$ cat src/rtl/dino_pkg.sv
// Shared definitions for the dino sprite: motion state encoding and default
// motion constants. Also consumed by the VGA controller and the collision logic.
package dino_pkg;

    // Motion state of the sprite. GROUND is the only non-airborne state.
    typedef enum logic [1:0] {
        StGround = 2'd0,
        StRise   = 2'd1,
        StHold   = 2'd2,
        StFall   = 2'd3
    } dino_state_e;

    // Default motion constants (rows / frames).
    localparam int unsigned DefGroundY     = 400;
    localparam int unsigned DefJumpHeight  = 120;
    localparam int unsigned DefRiseStep    = 6;
    localparam int unsigned DefFallStep    = 4;
    localparam int unsigned DefHoldFrames  = 8;

    // Width of the y output and of the internal y arithmetic (one spare bit).
    localparam int unsigned YWidth     = 12;
    localparam int unsigned YCalcWidth = 13;

    function automatic logic is_airborne(dino_state_e s);
        return s != StGround;
    endfunction

endpackage

$ cat src/rtl/btn_edge_sync.sv
// Two-flop synchronizer for a raw push button followed by a rising-edge detector.
//   clk        : system clock
//   reset      : asynchronous, active-low reset
//   async_in   : raw asynchronous button level (high = pressed)
//   rise_pulse : one-clk pulse on each synchronized 0 -> 1 transition
module btn_edge_sync (
    input  logic clk,
    input  logic reset,
    input  logic async_in,
    output logic rise_pulse
);

    logic       sync1_q, sync1_d;
    logic       sync2_q, sync2_d;
    logic       prev_q,  prev_d;
    logic [1:0] fill_q,  fill_d;

    always_comb begin
        sync1_d = async_in;
        sync2_d = sync1_q;
        // fill_q tracks when sync2_q holds a genuinely sampled value after reset.
        fill_d  = {fill_q[0], 1'b1};
        // History only starts following the input once the synchronizer is full,
        // so a button already held at reset release never looks like an edge.
        prev_d  = fill_q[1] ? sync2_q : prev_q;
    end

    assign rise_pulse = fill_q[1] & sync2_q & ~prev_q;

    always_ff @(posedge clk or negedge reset) begin
        if (!reset) begin
            sync1_q <= 1'b0;
            sync2_q <= 1'b0;
            fill_q  <= 2'b00;
            prev_q  <= 1'b1;
        end else begin
            sync1_q <= sync1_d;
            sync2_q <= sync2_d;
            fill_q  <= fill_d;
            prev_q  <= prev_d;
        end
    end

endmodule

$ cat src/rtl/dino_jump_ctrl.sv
// Jump controller for the dino sprite. Advances a GROUND/RISE/HOLD/FALL motion
// once per enabled frame tick and publishes the sprite bottom row.
//   clk         : 100 MHz system clock
//   reset       : asynchronous, active-low reset
//   screen_end  : one-clk pulse per frame from the VGA timing generator
//   jump_btn    : raw asynchronous push button, high = pressed
//   enable      : high = game running; low freezes motion and frame count
//   y_bottom    : registered sprite bottom row
//   airborne    : high while in RISE, HOLD or FALL
//   frame_count : number of enabled frame ticks, wraps at 2^32
module dino_jump_ctrl
    import dino_pkg::*;
#(
    parameter int unsigned GROUND_Y    = DefGroundY,
    parameter int unsigned JUMP_HEIGHT = DefJumpHeight,
    parameter int unsigned RISE_STEP   = DefRiseStep,
    parameter int unsigned FALL_STEP   = DefFallStep,
    parameter int unsigned HOLD_FRAMES = DefHoldFrames
) (
    input  logic                clk,
    input  logic                reset,
    input  logic                screen_end,
    input  logic                jump_btn,
    input  logic                enable,
    output logic [YWidth-1:0]   y_bottom,
    output logic                airborne,
    output logic [31:0]         frame_count
);

    localparam int unsigned HoldWidth = 16;
    localparam int unsigned ApexY =
        (JUMP_HEIGHT > GROUND_Y) ? 0 : GROUND_Y - JUMP_HEIGHT;

    localparam logic signed [YCalcWidth-1:0] GroundS = YCalcWidth'(GROUND_Y);
    localparam logic signed [YCalcWidth-1:0] ApexS   = YCalcWidth'(ApexY);
    localparam logic signed [YCalcWidth-1:0] RiseS   = YCalcWidth'(RISE_STEP);
    localparam logic signed [YCalcWidth-1:0] FallS   = YCalcWidth'(FALL_STEP);
    localparam logic signed [YCalcWidth-1:0] FirstS  = GroundS - RiseS;

    localparam logic [YWidth-1:0] GroundY12 = YWidth'(GROUND_Y);
    localparam logic [YWidth-1:0] ApexY12   = YWidth'(ApexY);
    // First rise step out of GROUND, clamped so a huge step cannot pass the apex.
    localparam logic [YWidth-1:0] FirstY12  =
        (FirstS <= ApexS) ? ApexY12 : YWidth'(FirstS);
    localparam logic [HoldWidth-1:0] HoldLoad =
        (HOLD_FRAMES == 0) ? 16'd0 : HoldWidth'(HOLD_FRAMES - 1);

    dino_state_e                   state_q, state_d;
    logic [YWidth-1:0]             y_q, y_d;
    logic [HoldWidth-1:0]          hold_q, hold_d;
    logic                          pending_q, pending_d;
    logic [31:0]                   fc_q, fc_d;

    logic                          tick;
    logic                          rise_pulse;
    logic signed [YCalcWidth-1:0]  y_ext, y_up, y_dn;

    btn_edge_sync u_btn_edge_sync (
        .clk        (clk),
        .reset      (reset),
        .async_in   (jump_btn),
        .rise_pulse (rise_pulse)
    );

    assign tick  = screen_end & enable;
    assign y_ext = $signed({1'b0, y_q});
    assign y_up  = y_ext - RiseS;
    assign y_dn  = y_ext + FallS;

    // State register and datapath registers.
    always_ff @(posedge clk or negedge reset) begin
        if (!reset) begin
            state_q   <= StGround;
            y_q       <= GroundY12;
            hold_q    <= '0;
            pending_q <= 1'b0;
            fc_q      <= '0;
        end else begin
            state_q   <= state_d;
            y_q       <= y_d;
            hold_q    <= hold_d;
            pending_q <= pending_d;
            fc_q      <= fc_d;
        end
    end

    // Next-state logic: motion only advances on an enabled frame tick.
    always_comb begin
        state_d = state_q;
        y_d     = y_q;
        hold_d  = hold_q;
        if (tick) begin
            unique case (state_q)
                StGround: begin
                    if (pending_q) begin
                        state_d = StRise;
                        y_d     = FirstY12;
                    end
                end
                StRise: begin
                    if (y_up <= ApexS) begin
                        state_d = StHold;
                        y_d     = ApexY12;
                        hold_d  = HoldLoad;
                    end else begin
                        y_d = YWidth'(y_up);
                    end
                end
                StHold: begin
                    if (hold_q == '0) begin
                        state_d = StFall;
                    end else begin
                        hold_d = hold_q - 16'd1;
                    end
                end
                StFall: begin
                    if (y_dn >= GroundS) begin
                        state_d = StGround;
                        y_d     = GroundY12;
                    end else begin
                        y_d = YWidth'(y_dn);
                    end
                end
                default: begin
                    state_d = StGround;
                    y_d     = GroundY12;
                end
            endcase
        end
    end

    // Pending-jump flag and frame counter.
    always_comb begin
        pending_d = pending_q;
        fc_d      = fc_q;
        if (!enable) begin
            pending_d = 1'b0;
        end else begin
            // An edge arriving on a tick only counts toward the following tick,
            // because the tick looks at the registered pending_q.
            if (rise_pulse && (state_q == StGround)) begin
                pending_d = 1'b1;
            end
            if (tick && (state_q == StGround) && pending_q) begin
                pending_d = 1'b0;
            end
            if (tick) begin
                fc_d = fc_q + 32'd1;
            end
        end
    end

    // Outputs.
    always_comb begin
        airborne    = is_airborne(state_q);
        y_bottom    = y_q;
        frame_count = fc_q;
    end

endmodule

$ cat config.mk
export PLATFORM = sky130hd
export DESIGN_NAME = dino_jump_ctrl
export DESIGN_NICKNAME = d
export VERILOG_FILES = /design/src/rtl/dino_pkg.sv /design/src/rtl/btn_edge_sync.sv /design/src/rtl/dino_jump_ctrl.sv
export SDC_FILE = /design/constraint.sdc
export NUM_CORES = 1
export LEC_CHECK = 0
export BUFFER_PORTS_ARGS = -buffer_cell sky130_fd_sc_hd__buf_2
export CAP_MARGIN = 20
export CORE_ASPECT_RATIO = 1.2
export CORE_MARGIN = 10
export CORE_UTILIZATION = 50
export CTS_BUF_LIST = sky130_fd_sc_hd__clkbuf_16
export CTS_CLUSTER_SIZE = 28
export DETAILED_ROUTE_END_ITERATION = 12
export PLACE_DENSITY = 0.7
export SYNTH_ARGS = -nofsm -noshare
export SYNTH_HDL_FRONTEND = slang
export SYNTH_HIERARCHICAL = 1
export SYNTH_SLANG_ARGS = --single-unit
$ cat constraint.sdc
create_clock -name clk -period 9.8 [get_ports clk]
set_clock_uncertainty 0.05 [all_clocks]
set_input_delay 0.98 -clock clk [delete_from_list [all_inputs] [get_ports clk]]
set_output_delay 0.98 -clock clk [all_outputs]
set_load 0.1 [all_outputs]
==> results of run 1 <==
[state kept, by name (all words and copies together), names as in the netlist]
name,flops
frame_count,32
hold_q,16
pending_q,1
state_q,2
u_btn_edge_sync/fill_q,2
u_btn_edge_sync/prev_q,1
u_btn_edge_sync/sync1_q,1
u_btn_edge_sync/sync2_q,1
y_bottom,11
[worst paths after layout]
check,to,from,slack [ps],cells after the start
min,u_btn_edge_sync/sync2_q,u_btn_edge_sync/sync1_q,300,0
min reg2reg,u_btn_edge_sync/sync2_q,u_btn_edge_sync/sync1_q,300,0
max in group asynchronous,frame_count[23],reset,8350,2
min in group asynchronous,hold_q[12],reset,780,2
max reg2reg,hold_q[6],state_q[0],6220,9
max,hold_q[6],state_q[0],6220,9
[area by class of cell]
class / count / area share
clock buffers: 9 / 0.04919
clock inverters: 7 / 0.01667
inverters: 18 / 0.01476
multi-input cells: 331 / 0.4712
flip-flops and latches: 67 / 0.3673
well taps: 92 / 0.02514
repair buffers: 50 / 0.05575
[synthesized netlist by cell type, drive strengths merged, types with 5 or more instances]
master  instances
o221ai          5
and3           13
or3             5
xnor2          25
and2            7
nand3b          5
inv            18
o21ai          18
clkbuf         19
or4             7
nor3           12
o31ai           5
nand4           7
a31oi           6
buf             6
nand2          57
nor4           12
dfrtp          63
o211ai          6
nand3          31
ha             11
nor2           26
a21oi          12
xor2            7
[stage by stage]
step | hold WS [ps] | instance area [sq um] | instances | worst slack (ps)
2_1_floorplan | 281.2 | 4024 | 441 | 6078
6_report | 303.9 | 4578 | 574 | 6215
4_1_cts | 307.3 | 4578 | 574 | 6229
3_5_place_dp | 295.1 | 4277 | 558 | 6263
3_3_place_gp | 281.8 | 4277 | 558 | 6374
5_1_grt | 311.3 | 4578 | 574 | 5897
[per-layer routing]
metal	vias to the layer above	track usage	wire, microns
met5	-	0	0
met3	15	0.03788	509
met4	0	0.05389	161
li1	1666	-	-
met2	103	0.2690	4788
met1	1650	0.2094	4274
[power groups by stage]
stage | Combinational (W) | Clock [W] | Sequential (W)
after floorplan | 0.000405 | 0 | 0.000622
after global placement | 0.000697 | 0 | 0.000462
after detailed placement | 0.000708 | 0 | 0.000464
after CTS | 0.000710 | 0.000332 | 0.000460
after global routing | 0.000773 | 0.000344 | 0.000478
final | 0.000711 | 0.000327 | 0.000462
[logic make-up (layout without fill, tap and decap cells)]
logic type | after synthesis | count (layout)
flip-flops | 67 | 67
other | 2 | 2
multiplexers | 5 | 5
adder cells (fa/ha/maj) | 11 | 11
buffers and inverters | 43 | 84
XOR/XNOR | 32 | 32
AND/OR/NAND/NOR | 200 | 200
AO/OA/AOI/OAI | 81 | 81
==> reports/metrics.json, run 1 <==
{
  "status": {
    "status": "finished, final reports clean"
  },
  "critical_path": {
    "cp_num_buf_inv": 2,
    "critical_path.most_common_cell": "inv_1",
    "cp-end-kind": "flop",
    "crit_type": "flop to flop",
    "timing.critical_path.arrival_ps": 3800,
    "startpoint_type": "flop",
    "worstPathRequired_ps": 10020,
    "cpLargestDelayFamily": "simple AND/OR/NAND/NOR gates",
    "worstPathCellList": "inv_1, ha_1, inv_1, a41oi_1, o211ai_1, nor4b_4, nor2_2, or4_1, nand3_1",
    "worst-path-max-fanout": 30,
    "timing.critical_path.slowest_stage_cell": "ha_1",
    "cp_slowest_stage_delay_ps": 690
  },
  "sta": {
    "slew-limit-headroom": 0.3125,
    "tns_ps": 0,
    "maxClockFrequency_mhz": 278.9,
    "timing_max_transition_violations_final": 0,
    "number_of_hold_slack_violations_in_the_final_timing_report": 0,
    "grt_setup_unrepaired": "no",
    "final.period_utilization": 0.3658,
    "tightestPinTransition_ps": 1030,
    "timing.final.setup_violations": 0,
    "final_period_minus_worst_setup_slack_ps": 3585
  },
  "yosys": {
    "largest_family_of_logic_cells_by_synthesized_area": "simple AND/OR/NAND/NOR gates",
    "synth-edff-count": 0,
    "synth_top_flop_cell": "dfrtp_1",
    "synth_top_area_cell": "dfrtp_1",
    "synth.mux.area_fraction": 0.01399,
    "synth.area.top_cells": "dfrtp_1 (39%), xnor2_1 (5.4%), nand2_1 (5.3%)",
    "synth_xor_xnor_area_share": 0.06965,
    "yosys.area_share.adder": 0.03420,
    "postSynthCellCount": 441,
    "yosys.area.top_type_share": 0.3918,
    "fraction_of_the_mapped_netlist_area_in_simple_logic_gates": 0.2643,
    "ys_types": 68,
    "yosysSeqAreaShare": 0.4179,
    "async_flop_share": 1.000,
    "synth-seq-cells": 67,
    "synth_nets": 457,
    "synth_compound_gate_area_share": 0.1521,
    "yosys_warnings": 6,
    "synth.avg_cell_area_sq_um": 9.124,
    "post_synth_instance_area_sq_um": 4024
  },
  "routing": {
    "route.final.wire_length_mm": 9.732,
    "vias_per_cell": 5.983,
    "post_detailed_route_drc_marker_count": 0,
    "antenna_left": 0,
    "routed-via-count": 3434,
    "post_drt_wl_per_cell_microns": 16.95,
    "dr.first_iter.drc_count": 150,
    "dr.pass1.iters": 4
  },
  "die": {
    "fp.dieW_microns": 101.9,
    "placementRows": 35,
    "initial_util": 0.5191,
    "pin_count": 50,
    "die_height_microns": 118.3,
    "coreArea_sq_um": 7751,
    "floorplan.die_area_sq_um": 12050
  },
  "clock_tree": {
    "cts_resized": 0,
    "buffers_from_clock_root_to_sink_at_most": 2,
    "post-cts-setup-buffer-count": 0,
    "tritoncts": "built",
    "post_cts_hold_buffer_count": 0,
    "cts_made_buffers": 9,
    "worst_skew_pair_later_pin_latency_ps": 330,
    "clock_sinks": 67,
    "h-tree-depth": 3,
    "path_clk_slew_ps": 60,
    "clk_root_buffer_cell": "clkbuf_16"
  },
  "layout": {
    "sequential_cell_area_sq_um": 1682,
    "drive_above_1_share": 0.1722,
    "finalCoreUtilization": 0.5906,
    "finalNetCount": 493,
    "layout-area-overhead-vs-synth_pct": 13.77,
    "nFillCells": 674,
    "layout_commonest_cell": "dfrtp_1",
    "insertedDiodeCount": 0,
    "multi_input_gate_area_in_the_final_layout_sq_um": 2157,
    "final_cell_mix": "dfrtp_1 (63), nand2_1 (57), buf_2 (48)"
  },
  "global_routing": {
    "congestion_overflow_gr": 0,
    "grt_max_degree": 68,
    "globalRouteTotalUtil": 0.1651,
    "grt_antenna_before_repair": 0,
    "first_global_vias": 3389,
    "global_route_wire_length_before_repair_mm": 16.63
  },
  "pwr": {
    "power_switching_share": 0.5120,
    "cell_internal_pwr_w": 0.0007322,
    "share_comb_of_total_power": 0.474,
    "p_sw_w": 0.0007681,
    "p_per_area_nw_per_um2": 327.7,
    "power.share.clock": 0.218,
    "ir_drop_v": 0.0002059,
    "p_total_w": 0.001500,
    "seq_power_share": 0.308,
    "p_leak_nw": 2.053
  },
  "placement": {
    "globalplace.congestion": 0.9154,
    "portBuffers": 48,
    "dp_hpwl_mm": 6.695
  },
  "min_path": {
    "timing.hold.worst.class": "flop to flop"
  },
  "run": {
    "max_cap_viol_count": 0
  }
}
(Power assumes the default switching activity.)
==> run 2: changes to the inputs <==
ABC_AREA = 1   (was unset)
clock period = 3.58 ns   (was 9.8 ns; I/O delays follow)
==> run 2 against run 1 <==
- critical path depth grew 4
- total power rose to 2.6 times the previous value
- setup slack worse by 5100 ps
- final cell count is 27% higher
- synthesized cell count increased by 27%
- non-clock buffer count rose by 3
- largest power group unchanged
- cell area rose by 6.2%
- hold slack worse by 220 ps
==> reports/metrics.json, run 2 <==
{
  "critical_path": {
    "worstPathRequired_ps": 3750,
    "crit_type": "flop to flop",
    "cp-end-kind": "flop",
    "startpoint_type": "flop",
    "timing.critical_path.arrival_ps": 2670,
    "worst-path-max-fanout": 17,
    "reg2reg_slack_ps": 1080
  },
  "layout": {
    "largest_register_ffs": 32,
    "insertedDiodeCount": 0,
    "sequential_cell_area_sq_um": 1682,
    "layout_commonest_cell": "nand2_1",
    "finalNetCount": 626,
    "multi_input_gate_area_in_the_final_layout_sq_um": 2290,
    "layout-area-overhead-vs-synth_pct": 14.00,
    "drive_above_1_share": 0.2016,
    "final_cell_mix": "nand2_1 (166), nor2_1 (64), dfrtp_1 (63)",
    "stdcell_count": 729,
    "fin_area_sq_um": 4861,
    "nFillCells": 762
  },
  "yosys": {
    "synth_top_cells_by_count": "nand2_1 (166), nor2_1 (64), dfrtp_1 (63)",
    "yosys_warnings": 6,
    "post_synth_instance_area_sq_um": 4264,
    "synth.area.top_cells": "dfrtp_1 (37%), nand2_1 (15%), xor2_1 (5.8%)",
    "synth.avg_cell_area_sq_um": 7.642,
    "synthMostInstantiatedCell": "nand2_1",
    "postSynthCellCount": 558,
    "synth-edff-count": 0,
    "async_flop_share": 1.000,
    "synth_top_flop_cell": "dfrtp_1",
    "synth-seq-cells": 67,
    "ys_types": 38,
    "synth_top_area_cell": "dfrtp_1",
    "synth_nets": 574,
    "yosysSeqAreaShare": 0.3944,
    "yosys.area.top_type_share": 0.3697
  },
  "sta": {
    "maxClockFrequency_mhz": 399.7,
    "timing.final.setup_violations": 0,
    "tns_ps": 0,
    "grt_setup_unrepaired": "no",
    "slew-limit-headroom": 0.6446,
    "timing_max_transition_violations_final": 0,
    "tightestPinTransition_ps": 533.1,
    "final.period_utilization": 0.6988,
    "number_of_hold_slack_violations_in_the_final_timing_report": 0,
    "final_period_minus_worst_setup_slack_ps": 2502
  },
  "clock_tree": {
    "worst_skew_pair_later_pin_latency_ps": 330,
    "cts_resized": 0,
    "h-tree-depth": 3,
    "path_clk_slew_ps": 50,
    "buffers_from_clock_root_to_sink_at_most": 2,
    "clock_sinks": 67,
    "cts_made_buffers": 9,
    "clk_root_buffer_cell": "clkbuf_16",
    "tritoncts": "built"
  },
  "global_routing": {
    "grt_max_degree": 30,
    "global_route_wire_length_before_repair_mm": 16.78,
    "grt_antenna_before_repair": 0,
    "first_global_vias": 3756,
    "globalRouteTotalUtil": 0.1571,
    "congestion_overflow_gr": 0
  },
  "routing": {
    "post_drt_wl_per_cell_microns": 13.27,
    "routed-via-count": 3664,
    "post_detailed_route_drc_marker_count": 0,
    "dr.first_iter.drc_count": 189,
    "route.final.wire_length_mm": 9.674,
    "dr.pass1.iters": 4,
    "vias_per_cell": 5.026,
    "antenna_left": 0
  },
  "pwr": {
    "p_per_area_nw_per_um2": 808.1,
    "ir_drop_v": 0.0004659,
    "p_leak_nw": 2.594
  },
  "placement": {
    "postPlaceCellArea_sq_um": 4597,
    "portBuffers": 48,
    "globalplace.congestion": 0.9561,
    "cell_count_after_placement": 712,
    "dp_hpwl_mm": 7.387
  },
  "min_path": {
    "timing.hold.worst.class": "input port to flop"
  },
  "die": {
    "pin_count": 50,
    "placementRows": 36,
    "fp.dieW_microns": 104.3,
    "coreArea_sq_um": 8243,
    "die_height_microns": 121.2,
    "floorplan.die_area_sq_um": 12640,
    "initial_util": 0.5173
  },
  "status": {
    "status": "finished, final reports clean"
  },
  "run": {
    "max_cap_viol_count": 0
  }
}
run 2: cell count changes after synthesis, sizes merged, moves of 6 or more:
cell / before / now
a21oi: 12 / 4
a31oi: 6 / 0
and2: 7 / 1
and3: 13 / 0
clkbuf: 19 / 3
inv: 18 / 51
nand2: 57 / 197
nand4: 7 / 19
nor2: 26 / 75
o211ai: 6 / 0
or4: 7 / 0
xnor2: 25 / 19
xor2: 7 / 28
run 2: metal layers:
| layer | routed length (microns) | vias to the layer above | track usage |
|---|---|---|---|
| met5 | 0 | - | 0 |
| met4 | 142 | 0 | 0.05836 |
| met3 | 491 | 13 | 0.04357 |
| met2 | 4774 | 73 | 0.2677 |
| met1 | 4265 | 1713 | 0.1847 |
| li1 | - | 1865 | - |
run 2: logic make-up (layout without fill, tap and decap cells):
group / Yosys count / after routing / synth area share
flops: 67 / 67 / 0.3944
simple gates: 347 / 347 / 0.3815
fa+ha+maj: 11 / 11 / 0.03228
xor+xnor: 47 / 47 / 0.09654
other cells: 2 / 2 / 0.001761
compound gates: 20 / 20 / 0.02494
buf+inv: 64 / 121 / 0.06866
run 2: stage by stage:
step / total power, W / setup slack, ps / hold WS (ps) / util
final: 0.003928 / 1078 / 80.07 / 0.5897
after global routing: 0.004213 / 833.0 / 77.62 / 0.5897
after CTS: 0.003959 / 1074 / 68.98 / 0.5897
after detailed placement: 0.003181 / 1090 / 284.7 / 0.5577
after global placement: 0.003146 / 1213 / 281.5 / 0.5553
after floorplan: 0.002834 / 746.2 / 12.41 / -
run 2: area by class of cell:
class                           count  share of cell area
Clock buffer                        9             0.04633
Clock inverter                      7            0.005920
Timing Repair Buffer               53             0.06023
Multi-Input combinational cell    427              0.4710
Sequential cell                    67              0.3459
Tap cell                          114             0.02934
Inverter                           52             0.04118
run 2: worst max-delay path: stages, from the launching register on:
cell     delay [ps]
dfrtp_1         510
inv_2           120
ha_1            190
nand2_1         130
nand3_2         120
nor2_4          130
xor2_1          210
nand2_1         120
nand2_4         120
nand3_4         120
nand2_4         260
inv_6           130
o21ai_0          90
nand2_1          70
run 2: final timing paths:
kind,startpoint,to,depth (start not counted)
worst max-delay path,y_bottom[3],hold_q[2],13
worst min-delay path,jump_btn,u_btn_edge_sync/sync1_q,1
worst max register to register,y_bottom[3],hold_q[2],13
worst min register to register,u_btn_edge_sync/fill_q[0],u_btn_edge_sync/fill_q[1],0
max in group asynchronous,reset,y_bottom[4],4
min in group asynchronous,reset,u_btn_edge_sync/fill_q[0],2
run 2: timing repair:
action,CTS,global route
hold endpoints to repair,17,0
buffers inserted,0,0
hold buffers,1,0
run 2: where the power goes:
part           internal (W)  switching [W]  total (W)
clock network      0.000452       0.000305   0.000757
logic              0.000541        0.00149    0.00203
registers          0.000910       0.000232    0.00114
total               0.00190        0.00202    0.00393
